===== src/rtl/cnt_fifo_sched.sv =====
// Frame scheduler: selects each channel on upr, lets the mux settle, writes one
// FIFO word per channel, then drains the FIFO and signals frame completion.
module cnt_fifo_sched #(
    parameter int N_CH   = 8,
    parameter int CH_W   = 3,
    parameter int SETTLE = 3
) (
    input  logic            clk,
    input  logic            res,
    input  logic            ena,
    input  logic            start,
    input  logic            fifo_full,
    input  logic            fifo_empty,
    output logic [CH_W:0]   upr,
    output logic            w_fifo,
    output logic            r_fifo,
    output logic            busy,
    output logic            done,
    output logic [CH_W:0]   wr_cnt
);

    localparam int TW = (SETTLE > 1) ? $clog2(SETTLE) : 1;
    localparam int CW = CH_W + 1;

    typedef enum logic [2:0] {
        S_IDLE,
        S_SEL,
        S_WRITE,
        S_DRAIN,
        S_DONE
    } state_t;

    state_t          state, state_n;
    logic [CH_W-1:0] ch, ch_n;
    logic [TW-1:0]   timer, timer_n;
    logic [CH_W:0]   upr_n, cnt_n;
    logic            busy_n, done_n;

    // Strobes are the only outputs decoded combinationally from the registered state.
    assign w_fifo = (state == S_WRITE) && ena && !fifo_full;
    assign r_fifo = (state == S_DRAIN) && ena && !fifo_empty;

    always_comb begin
        state_n = state;
        ch_n    = ch;
        timer_n = timer;
        cnt_n   = wr_cnt;
        upr_n   = upr;
        busy_n  = busy;
        done_n  = 1'b0;
        if (ena) begin
            case (state)
                S_IDLE: begin
                    upr_n  = '0;
                    busy_n = 1'b0;
                    if (start) begin
                        state_n = S_SEL;
                        ch_n    = '0;
                        timer_n = '0;
                        cnt_n   = '0;
                        busy_n  = 1'b1;
                        upr_n   = {1'b1, {CH_W{1'b0}}};
                    end
                end
                S_SEL: begin
                    if (timer == TW'(SETTLE - 1)) begin
                        state_n = S_WRITE;
                        timer_n = '0;
                    end else begin
                        timer_n = timer + 1'b1;
                    end
                end
                S_WRITE: begin
                    if (!fifo_full) begin
                        if (wr_cnt < CW'(N_CH)) cnt_n = wr_cnt + 1'b1;
                        if (ch == CH_W'(N_CH - 1)) begin
                            state_n = S_DRAIN;
                            upr_n   = '0;
                        end else begin
                            state_n = S_SEL;
                            ch_n    = ch + 1'b1;
                            timer_n = '0;
                            upr_n   = {1'b1, ch + 1'b1};
                        end
                    end
                end
                S_DRAIN: begin
                    if (fifo_empty) begin
                        state_n = S_DONE;
                        done_n  = 1'b1;
                    end
                end
                S_DONE: begin
                    state_n = S_IDLE;
                    busy_n  = 1'b0;
                end
                default: state_n = S_IDLE;
            endcase
        end
    end

    always_ff @(posedge clk) begin
        if (res) begin
            state  <= S_IDLE;
            ch     <= '0;
            timer  <= '0;
            upr    <= '0;
            busy   <= 1'b0;
            done   <= 1'b0;
            wr_cnt <= '0;
        end else begin
            state  <= state_n;
            ch     <= ch_n;
            timer  <= timer_n;
            upr    <= upr_n;
            busy   <= busy_n;
            done   <= done_n;
            wr_cnt <= cnt_n;
        end
    end

endmodule


===== config.mk =====
export PLATFORM = sky130hd
export DESIGN_NAME = cnt_fifo_sched
export DESIGN_NICKNAME = d
export VERILOG_FILES = /design/src/rtl/cnt_fifo_sched.sv
export SDC_FILE = /design/constraint.sdc
export NUM_CORES = 1
export LEC_CHECK = 0
export ABC_AREA = 1
export BUFFER_PORTS_ARGS = -buffer_cell sky130_fd_sc_hd__clkbuf_2
export CAP_MARGIN = 20
export CELL_PAD_IN_SITES_DETAIL_PLACEMENT = 0
export CELL_PAD_IN_SITES_GLOBAL_PLACEMENT = 2
export CORE_ASPECT_RATIO = 1.25
export CORE_MARGIN = 1
export CORE_UTILIZATION = 30
export CTS_BUF_LIST = sky130_fd_sc_hd__clkbuf_8 sky130_fd_sc_hd__clkbuf_16
export DETAILED_ROUTE_END_ITERATION = 12
export PLACE_DENSITY_LB_ADDON = 0.1
export SYNTH_ARGS = -nofsm -noshare
export SYNTH_HDL_FRONTEND = slang
export SYNTH_SLANG_ARGS = --single-unit

===== constraint.sdc =====
create_clock -name clk -period 1.9 [get_ports clk]
set_input_delay 0.19 -clock clk [delete_from_list [all_inputs] [get_ports clk]]
set_output_delay 0.19 -clock clk [all_outputs]
set_load 0.02 [all_outputs]

==> results of run 1 <==
## layout make-up
cell class,instances,area [um2]
Sequential cell,18,360
Multi-Input combinational cell,106,574
Timing Repair Buffer,17,85.1
Tap cell,37,46.3
Fill cell,385,2050
Inverter,17,68.8
Clock buffer,3,41.3
## worst min path at each step
stage / start / endpoint / slack [ps]
2_1_floorplan: ena / busy$_SDFFE_PP0P_ / 300
3_3_place_gp: fifo_empty / done$_SDFF_PP0_ / 420
3_5_place_dp: fifo_empty / done$_SDFF_PP0_ / 430
4_1_cts: fifo_empty / done$_SDFF_PP0_ / 150
5_1_grt: fifo_empty / done$_SDFF_PP0_ / 150
6_report: fifo_empty / done$_SDFF_PP0_ / 150
## kinds of logic after synthesis
family          after synthesis  share of synthesized area
xor+xnor                      1                    0.00862
buf+inv                      19                     0.0800
flops                        18                      0.355
compound gates               18                     0.0985
simple gates                 84                      0.421
fa+ha+maj                     3                     0.0369
## tightest hold or removal path: stages
cell and delay (ps):
clkbuf_2 80, inv_1 60, nor2_1 40
## per-stage QoR
step	cells	util	power, mW
2_1_floorplan	143	-	0.707
3_3_place_gp	195	0.352	0.784
3_5_place_dp	195	0.352	0.782
4_1_cts	198	0.365	1.06
5_1_grt	198	0.365	1.12
6_report	198	0.365	1.04
## synth_stat cells, drive strengths merged
master / number
or2: 1
dfxtp: 18
nand2: 39
nor2: 26
a211oi: 1
nand3: 13
xor2: 1
nand4: 2
o21ai: 4
inv: 16
a311oi: 1
clkinv: 1
a21oi: 12
buf: 2
nor3: 3
ha: 3
## flip-flops by register name, indices dropped and copies added, names as in the netlist
signal and cells:
upr 4, wr_cnt 4, ch 3, state 3, timer 2, busy 1, done 1
## power breakdown
| group | switching [mW] | internal, mW |
|---|---|---|
| Clock | 0.129 | 0.141 |
| Sequential | 0.0402 | 0.414 |
| Combinational | 0.206 | 0.107 |
| Total | 0.375 | 0.663 |
## layer usage
metal	track usage	vias to the layer above	share of wire
li1	-	496	-
met5	0	-	0
met4	0.0865	0	0.024
met3	0.0274	5	0.041
met2	0.275	16	0.49
met1	0.188	417	0.44
==> impl_metrics.json, run 1 <==
{
  "gp_congestion": 0.747,
  "total_leakage_power_nw": 0.554,
  "holdCritPathClass": "primary input to flop",
  "finalNetCount": 172,
  "maxCapViolCount": 0,
  "final_common_cell": "nand2_1",
  "cts_setup_buffers": 0,
  "outcome": "finished, final reports clean",
  "finalCritPeriodShare": 0.903,
  "drt_iter0_markers": 12,
  "cts_sinks": 18,
  "clockBufferDepth": 2,
  "fin_skew_ps": 2.15,
  "worstPathMaxFanout": 10,
  "clkSlewWorstSetupHoldPaths_ps": 70,
  "dp_hpwl_mm": 1.84,
  "fin_hold_ws_ps": 151,
  "htreeDepth": 1,
  "synth_cells": 143,
  "place_ws_ps": 329,
  "setup_viol": 0,
  "route.detailed.wl_per_inst_um": 11.6,
  "cts_hold_buf": 0,
  "clk_latency_ps": 250,
  "path_buf_inv": 1,
  "die_y_um": 67.1,
  "fmax_mhz": 583,
  "vias_per_cell": 4.72,
  "synth.top_cell.area_share": 0.355,
  "critPathMaxStageDelay_ps": 640,
  "worstReg2RegEnd": "upr[2]$_SDFFE_PP0P_",
  "worstPathArrival_ps": 1530,
  "r2r_cells": 7,
  "yosysSeqAreaShare": 0.355,
  "grt_pass1_wl_mm": 4.16,
  "diodes": 0,
  "finalHoldViolations": 0,
  "placed_area_um2": 1130,
  "die_width_um": 54.1,
  "r2r-start": "state[1]$_SDFFE_PP0P_",
  "period_needed_ps": 1720,
  "finalMaxSlewViolations": 0,
  "cts_buffers": 3,
  "core.rowCount": 23,
  "vias": 934,
  "cp_top_family": "flip-flops",
  "rsz0062_at_grt": "false",
  "grtUsageTotal": 0.162,
  "syn_area_um2": 1020,
  "yosys_warnings": 0,
  "synth_top_area_cell": "dfxtp_1",
  "start_util": 0.315,
  "tightest_slew_ps": 514,
  "holdPathStages": 3,
  "grt_max_degree": 11,
  "avgSynthCellArea_um2": 7.10,
  "routed_wl_mm": 2.31,
  "path_depth": 5,
  "syn_nets": 152,
  "start_kind": "flop",
  "synth_cell_types": 27,
  "cp-endpoint": "r_fifo",
  "cp.required_ps": 1710,
  "worst_path_most_repeated_cell": "nand2_1",
  "critical_path_class": "flop to primary output",
  "synth.area.top_cells": "dfxtp_1 (35%), nand2_1 (13%), nor2_1 (7.4%)",
  "drcViolationCount": 0,
  "io_pins": 18,
  "cts_tree": "done",
  "endpoint_kind": "primary output",
  "portBuffers": 17,
  "gr-total-overflow": 0,
  "ant_nets": 0,
  "final.setup.tns_ps": 0,
  "slowest_stage": "dfxtp_1",
  "slew_headroom": 0.657,
  "syn2layout_area_growth_pct": 15.8,
  "cts_resized": 0,
  "drtPass1Iterations": 4,
  "layout-drive-gt1-share": 0.261,
  "cellPowerDensity_nw_per_um2": 882,
  "ff2ff_setup_slack_ps": 360,
  "cts_root_buffer": "clkbuf_8",
  "grt_pass1_vias": 918,
  "critPathLaunch": "state[1]$_SDFFE_PP0P_",
  "peakVddDrop_mv": 0.412,
  "layout_common_cells": "nand2_1 (34), nor2_1 (20), dfxtp_1 (18)",
  "yosys_register_bits": 18,
  "coreArea_um2": 3220,
  "antenna_found_initial": 0,
  "design_area_um2": 1180,
  "finalWorstSetupSlack_ps": 184,
  "path_cells": "nand2_1, nor2_2, nand2_1, nor2_1, clkbuf_2",
  "die_area_um2": 3620
}
Note: power is estimated with default switching activity, not from simulation.
==> run 2, diff against run 1 <==
Settings changed: MAX_ROUTING_LAYER from default to met4.
==> run 2 against run 1 <==
Sequential power barely moved. Fmax barely moved. Largest cell class unchanged. Highest routed layer unchanged. First-iteration DRC count did not move. Global-route usage rose by 0.41 points. Flip-flop and latch count did not move.
==> impl_metrics.json, run 2 (same netlist as run 1, synthesis figures left out) <==
{
  "outcome": "finished, final reports clean",
  "holdPathStages": 3,
  "diodes": 0,
  "cp.required_ps": 1710,
  "grtUsageTotal": 0.166,
  "worst_path_most_repeated_cell": "nand2_1",
  "cts_hold_buf": 0,
  "finalWorstSetupSlack_ps": 183,
  "htreeDepth": 1,
  "portBuffers": 17,
  "cts_root_buffer": "clkbuf_8",
  "rsz0062_at_grt": "false",
  "drt_iter0_markers": 12,
  "grt_pass1_vias": 918,
  "topRoutingLayerUsed": "met4",
  "p_seq_frac": 0.438,
  "cts_sinks": 18,
  "grt_pass1_wl_mm": 4.17,
  "cts_buffers": 3,
  "gr-total-overflow": 0,
  "cellPowerDensity_nw_per_um2": 883,
  "cts_resized": 0,
  "finalHoldViolations": 0,
  "gp_congestion": 0.757,
  "ant_nets": 0,
  "slew_headroom": 0.657,
  "wl_met2_mm": 1.13,
  "period_needed_ps": 1720,
  "syn2layout_area_growth_pct": 15.8,
  "maxCapViolCount": 0,
  "holdCritPathClass": "primary input to flop",
  "cell_internal_pwr_uw": 663,
  "fmax_mhz": 582,
  "finalNetCount": 172,
  "place_ws_ps": 329,
  "critical_path_class": "flop to primary output",
  "layout_common_cells": "nand2_1 (34), nor2_1 (20), dfxtp_1 (18)",
  "ff2ff_setup_slack_ps": 360,
  "die_y_um": 67.1,
  "worstPathMaxFanout": 10,
  "vias": 934,
  "r2r-start": "state[1]$_SDFFE_PP0P_",
  "worstPathArrival_ps": 1530,
  "start_kind": "flop",
  "total_leakage_power_nw": 0.554,
  "hold_end": "done$_SDFF_PP0_",
  "peakVddDrop_mv": 0.413,
  "io_pins": 18,
  "fin_skew_ps": 1.89,
  "fin_hold_ws_ps": 151,
  "power_switching_uw": 375,
  "clockBufferDepth": 2,
  "antenna_found_initial": 0,
  "die_width_um": 54.1,
  "die_area_um2": 3620,
  "cts_tree": "done",
  "drtPass1Iterations": 4,
  "setup_viol": 0,
  "nFillCells": 385,
  "start_util": 0.315,
  "finalMaxSlewViolations": 0,
  "core.rowCount": 23,
  "tightest_slew_ps": 514,
  "dp_hpwl_mm": 1.84,
  "sw_frac_of_total": 0.361,
  "coreArea_um2": 3220,
  "path_cells": "nand2_1, nor2_2, nand2_1, nor2_1, clkbuf_2",
  "drcViolationCount": 0,
  "r2r_cells": 7,
  "wl_met3_um": 94,
  "grt_max_degree": 11,
  "final_common_cell": "nand2_1",
  "clk_latency_ps": 250,
  "critPathMaxStageDelay_ps": 640,
  "combPwrFrac": 0.302,
  "layout-drive-gt1-share": 0.261,
  "endpoint_kind": "primary output",
  "reg.largest.list": "upr: 4 flops, wr_cnt: 4 flops",
  "finalCritPeriodShare": 0.904,
  "clkSlewWorstSetupHoldPaths_ps": 70,
  "routed_wl_mm": 2.30,
  "p_clk_frac": 0.261,
  "wl_met1_mm": 1.02,
  "hp-start": "fifo_empty",
  "vias_per_cell": 4.72,
  "cts_setup_buffers": 0,
  "route.detailed.wl_per_inst_um": 11.6,
  "final.setup.tns_ps": 0,
  "slowest_stage": "dfxtp_1",
  "worstReg2RegEnd": "upr[2]$_SDFFE_PP0P_"
}
## run 2: cell counts in the layout (fill, tap and decap cells not counted)
No cell type changed its count.
## run 2: worst max-delay path: cells and delay by family, from the launching register on
| kind | cells | cell delay (ps) |
|---|---|---|
| simple gates | 4 | 460 |
| buf+inv | 1 | 170 |
| flops | 1 | 640 |
## run 2: how the worst max path moves through the flow
stage                               end  slack, ps                   from
floorplan            ch[0]$_SDFFE_PP0P_        600     ch[0]$_SDFFE_PP0P_
detailed placement  upr[2]$_SDFFE_PP0P_        330  state[1]$_SDFFE_PP0P_
CTS                              r_fifo        150  state[1]$_SDFFE_PP0P_
finish                           r_fifo        180  state[1]$_SDFFE_PP0P_
global route                     r_fifo         30  state[1]$_SDFFE_PP0P_
global placement    upr[2]$_SDFFE_PP0P_        320  state[1]$_SDFFE_PP0P_
## run 2: layout make-up
cell class	instances	area (um2)	share of cell area
clock buffer	3	41.3	0.0351
inverter	17	68.8	0.0585
multi-input combinational	106	574	0.488
sequential	18	360	0.306
tap	37	46.3	0.0394
timing repair buffer	17	85.1	0.0723
## run 2: power groups by stage
stage,clock (mW),combinational [mW],sequential (mW)
CTS,0.284,0.320,0.455
finish,0.271,0.313,0.455
detailed placement,0,0.318,0.464
global placement,0,0.320,0.464
global route,0.298,0.367,0.460
floorplan,0,0.235,0.472
## run 2: metal layers
layer,GRT usage,vias to the layer above
met5,-,-
met4,0.0865,0
met3,0.0274,5
met2,0.273,16
met1,0.189,417
li1,-,496
## run 2: metrics by stage
step	cell area [um2]	power, mW	cells	util
floorplan	1020	0.707	143	-
global placement	1130	0.784	195	0.352
detailed placement	1130	0.782	195	0.352
CTS	1180	1.06	198	0.365
global route	1180	1.12	198	0.365
finish	1180	1.04	198	0.365
==> run 3, diff against run 2 <==
Settings changed: CORE_UTILIZATION 30 to 31, CTS_BUF_LIST sky130_fd_sc_hd__clkbuf_8 sky130_fd_sc_hd__clkbuf_16 to sky130_fd_sc_hd__clkbuf_8, MAX_ROUTING_LAYER met4 to default.
==> run 3 against run 2 <==
Register-to-register slack barely moved. Via count rose by 1.9%. Count of clock-buffer cells in the layout did not move. Core utilization rose by 2.3 points. Sequential share of layout area barely moved. Largest power group unchanged. Sequential power barely moved. Die area fell by 3.1%.
==> impl_metrics.json, run 3 (same netlist as run 1, synthesis figures left out) <==
{
  "cp.required_ps": 1710,
  "cts_hold_buf": 0,
  "layout_common_cells": "nand2_1 (34), nor2_1 (20), dfxtp_1 (18)",
  "final_common_cell": "nand2_1",
  "layout-drive-gt1-share": 0.261,
  "cts_tree": "done",
  "tightest_slew_ps": 512,
  "dp_hpwl_mm": 1.75,
  "die_width_um": 53.2,
  "die_y_um": 66.0,
  "drt_iter0_markers": 2,
  "finalHoldViolations": 0,
  "finalPower_mw": 1.05,
  "holdCritPathClass": "primary input to flop",
  "cts_root_buffer": "clkbuf_8",
  "outcome": "finished, final reports clean",
  "cellPowerDensity_nw_per_um2": 890,
  "antenna_found_initial": 0,
  "fin_cells": 197,
  "design_area_um2": 1170,
  "cts_buffers": 3,
  "htreeDepth": 1,
  "endpoint_kind": "primary output",
  "finalNetCount": 172,
  "finalCritPeriodShare": 0.891,
  "die_area_um2": 3510,
  "clockBufferDepth": 2,
  "ant_nets": 0,
  "placed_area_um2": 1130,
  "core.rowCount": 22,
  "grt_pass1_wl_mm": 3.83,
  "gp_congestion": 0.801,
  "drcViolationCount": 0,
  "peakVddDrop_mv": 0.330,
  "grtUsageTotal": 0.150,
  "io_pins": 18,
  "worstPathArrival_ps": 1500,
  "finalMaxSlewViolations": 0,
  "coreArea_um2": 3030,
  "diodes": 0,
  "maxCapViolCount": 0,
  "cts_setup_buffers": 0,
  "period_needed_ps": 1690,
  "gr-total-overflow": 0,
  "fmax_mhz": 591,
  "portBuffers": 17,
  "cts_sinks": 18,
  "syn2layout_area_growth_pct": 15.6,
  "total_leakage_power_nw": 0.554,
  "fin_skew_ps": 2.65,
  "clk_latency_ps": 250,
  "drtPass1Iterations": 2,
  "setup_viol": 0,
  "rsz0062_at_grt": "false",
  "reg.largest.list": "upr: 4 flops, wr_cnt: 4 flops",
  "critical_path_class": "flop to primary output",
  "worstPathMaxFanout": 10,
  "grt_pass1_vias": 853,
  "grt_max_degree": 11,
  "cts_resized": 0,
  "final.setup.tns_ps": 0,
  "clkSlewWorstSetupHoldPaths_ps": 70,
  "slew_headroom": 0.658,
  "fin_hold_ws_ps": 157,
  "vias_per_cell": 4.83,
  "start_kind": "flop",
  "place_inst": 194,
  "route.detailed.wl_per_inst_um": 11.6,
  "start_util": 0.336,
  "routed_wl_mm": 2.29,
  "vias": 952
}
## run 3: cell counts in the layout (fill, tap and decap cells not counted)
No cell type changed its count.
## run 3: worst max-delay path, stage by stage (launching register included)
cell and delay, ps:
dfxtp_1 640, nand2_1 130, nor2_2 140, nand2_1 90, nor2_1 80, clkbuf_2 170
## run 3: through the flow
step	utilization	setup WS [ps]
floorplan	-	603
global placement	0.374	343
detailed placement	0.374	360
CTS	0.388	201
global route	0.388	80.3
finish	0.388	207
## run 3: final timing paths
| path | from | endpoint | slack [ps] | cells after the start |
|---|---|---|---|---|
| min reg2reg | upr[1]$_SDFFE_PP0P_ | upr[1]$_SDFFE_PP0P_ | 470 | 2 |
| min | fifo_empty | done$_SDFF_PP0_ | 160 | 3 |
| max | state[1]$_SDFFE_PP0P_ | r_fifo | 210 | 5 |
| max reg2reg | state[1]$_SDFFE_PP0P_ | upr[2]$_SDFFE_PP0P_ | 370 | 7 |
## run 3: per-layer routing
layer,track usage,routed length (um),up-vias
met2,0.239,1110,9
li1,-,-,500
met4,0.0691,23,0
met3,0.0276,39,2
met5,0,0,-
met1,0.190,1110,441
## run 3: where the power goes
part / internal [mW] / total, mW / switching [mW]
Combinational: 0.107 / 0.315 / 0.207
Sequential: 0.414 / 0.455 / 0.0410
Clock: 0.141 / 0.276 / 0.135
Total: 0.663 / 1.05 / 0.383
## run 3: cell type report
type | instances | area (um2)
clock buffer | 3 | 41.3
fill | 333 | 1850
inverter | 17 | 68.8
multi-input combinational | 106 | 574
sequential | 18 | 360
tap | 36 | 45.0
timing repair buffer | 17 | 85.1
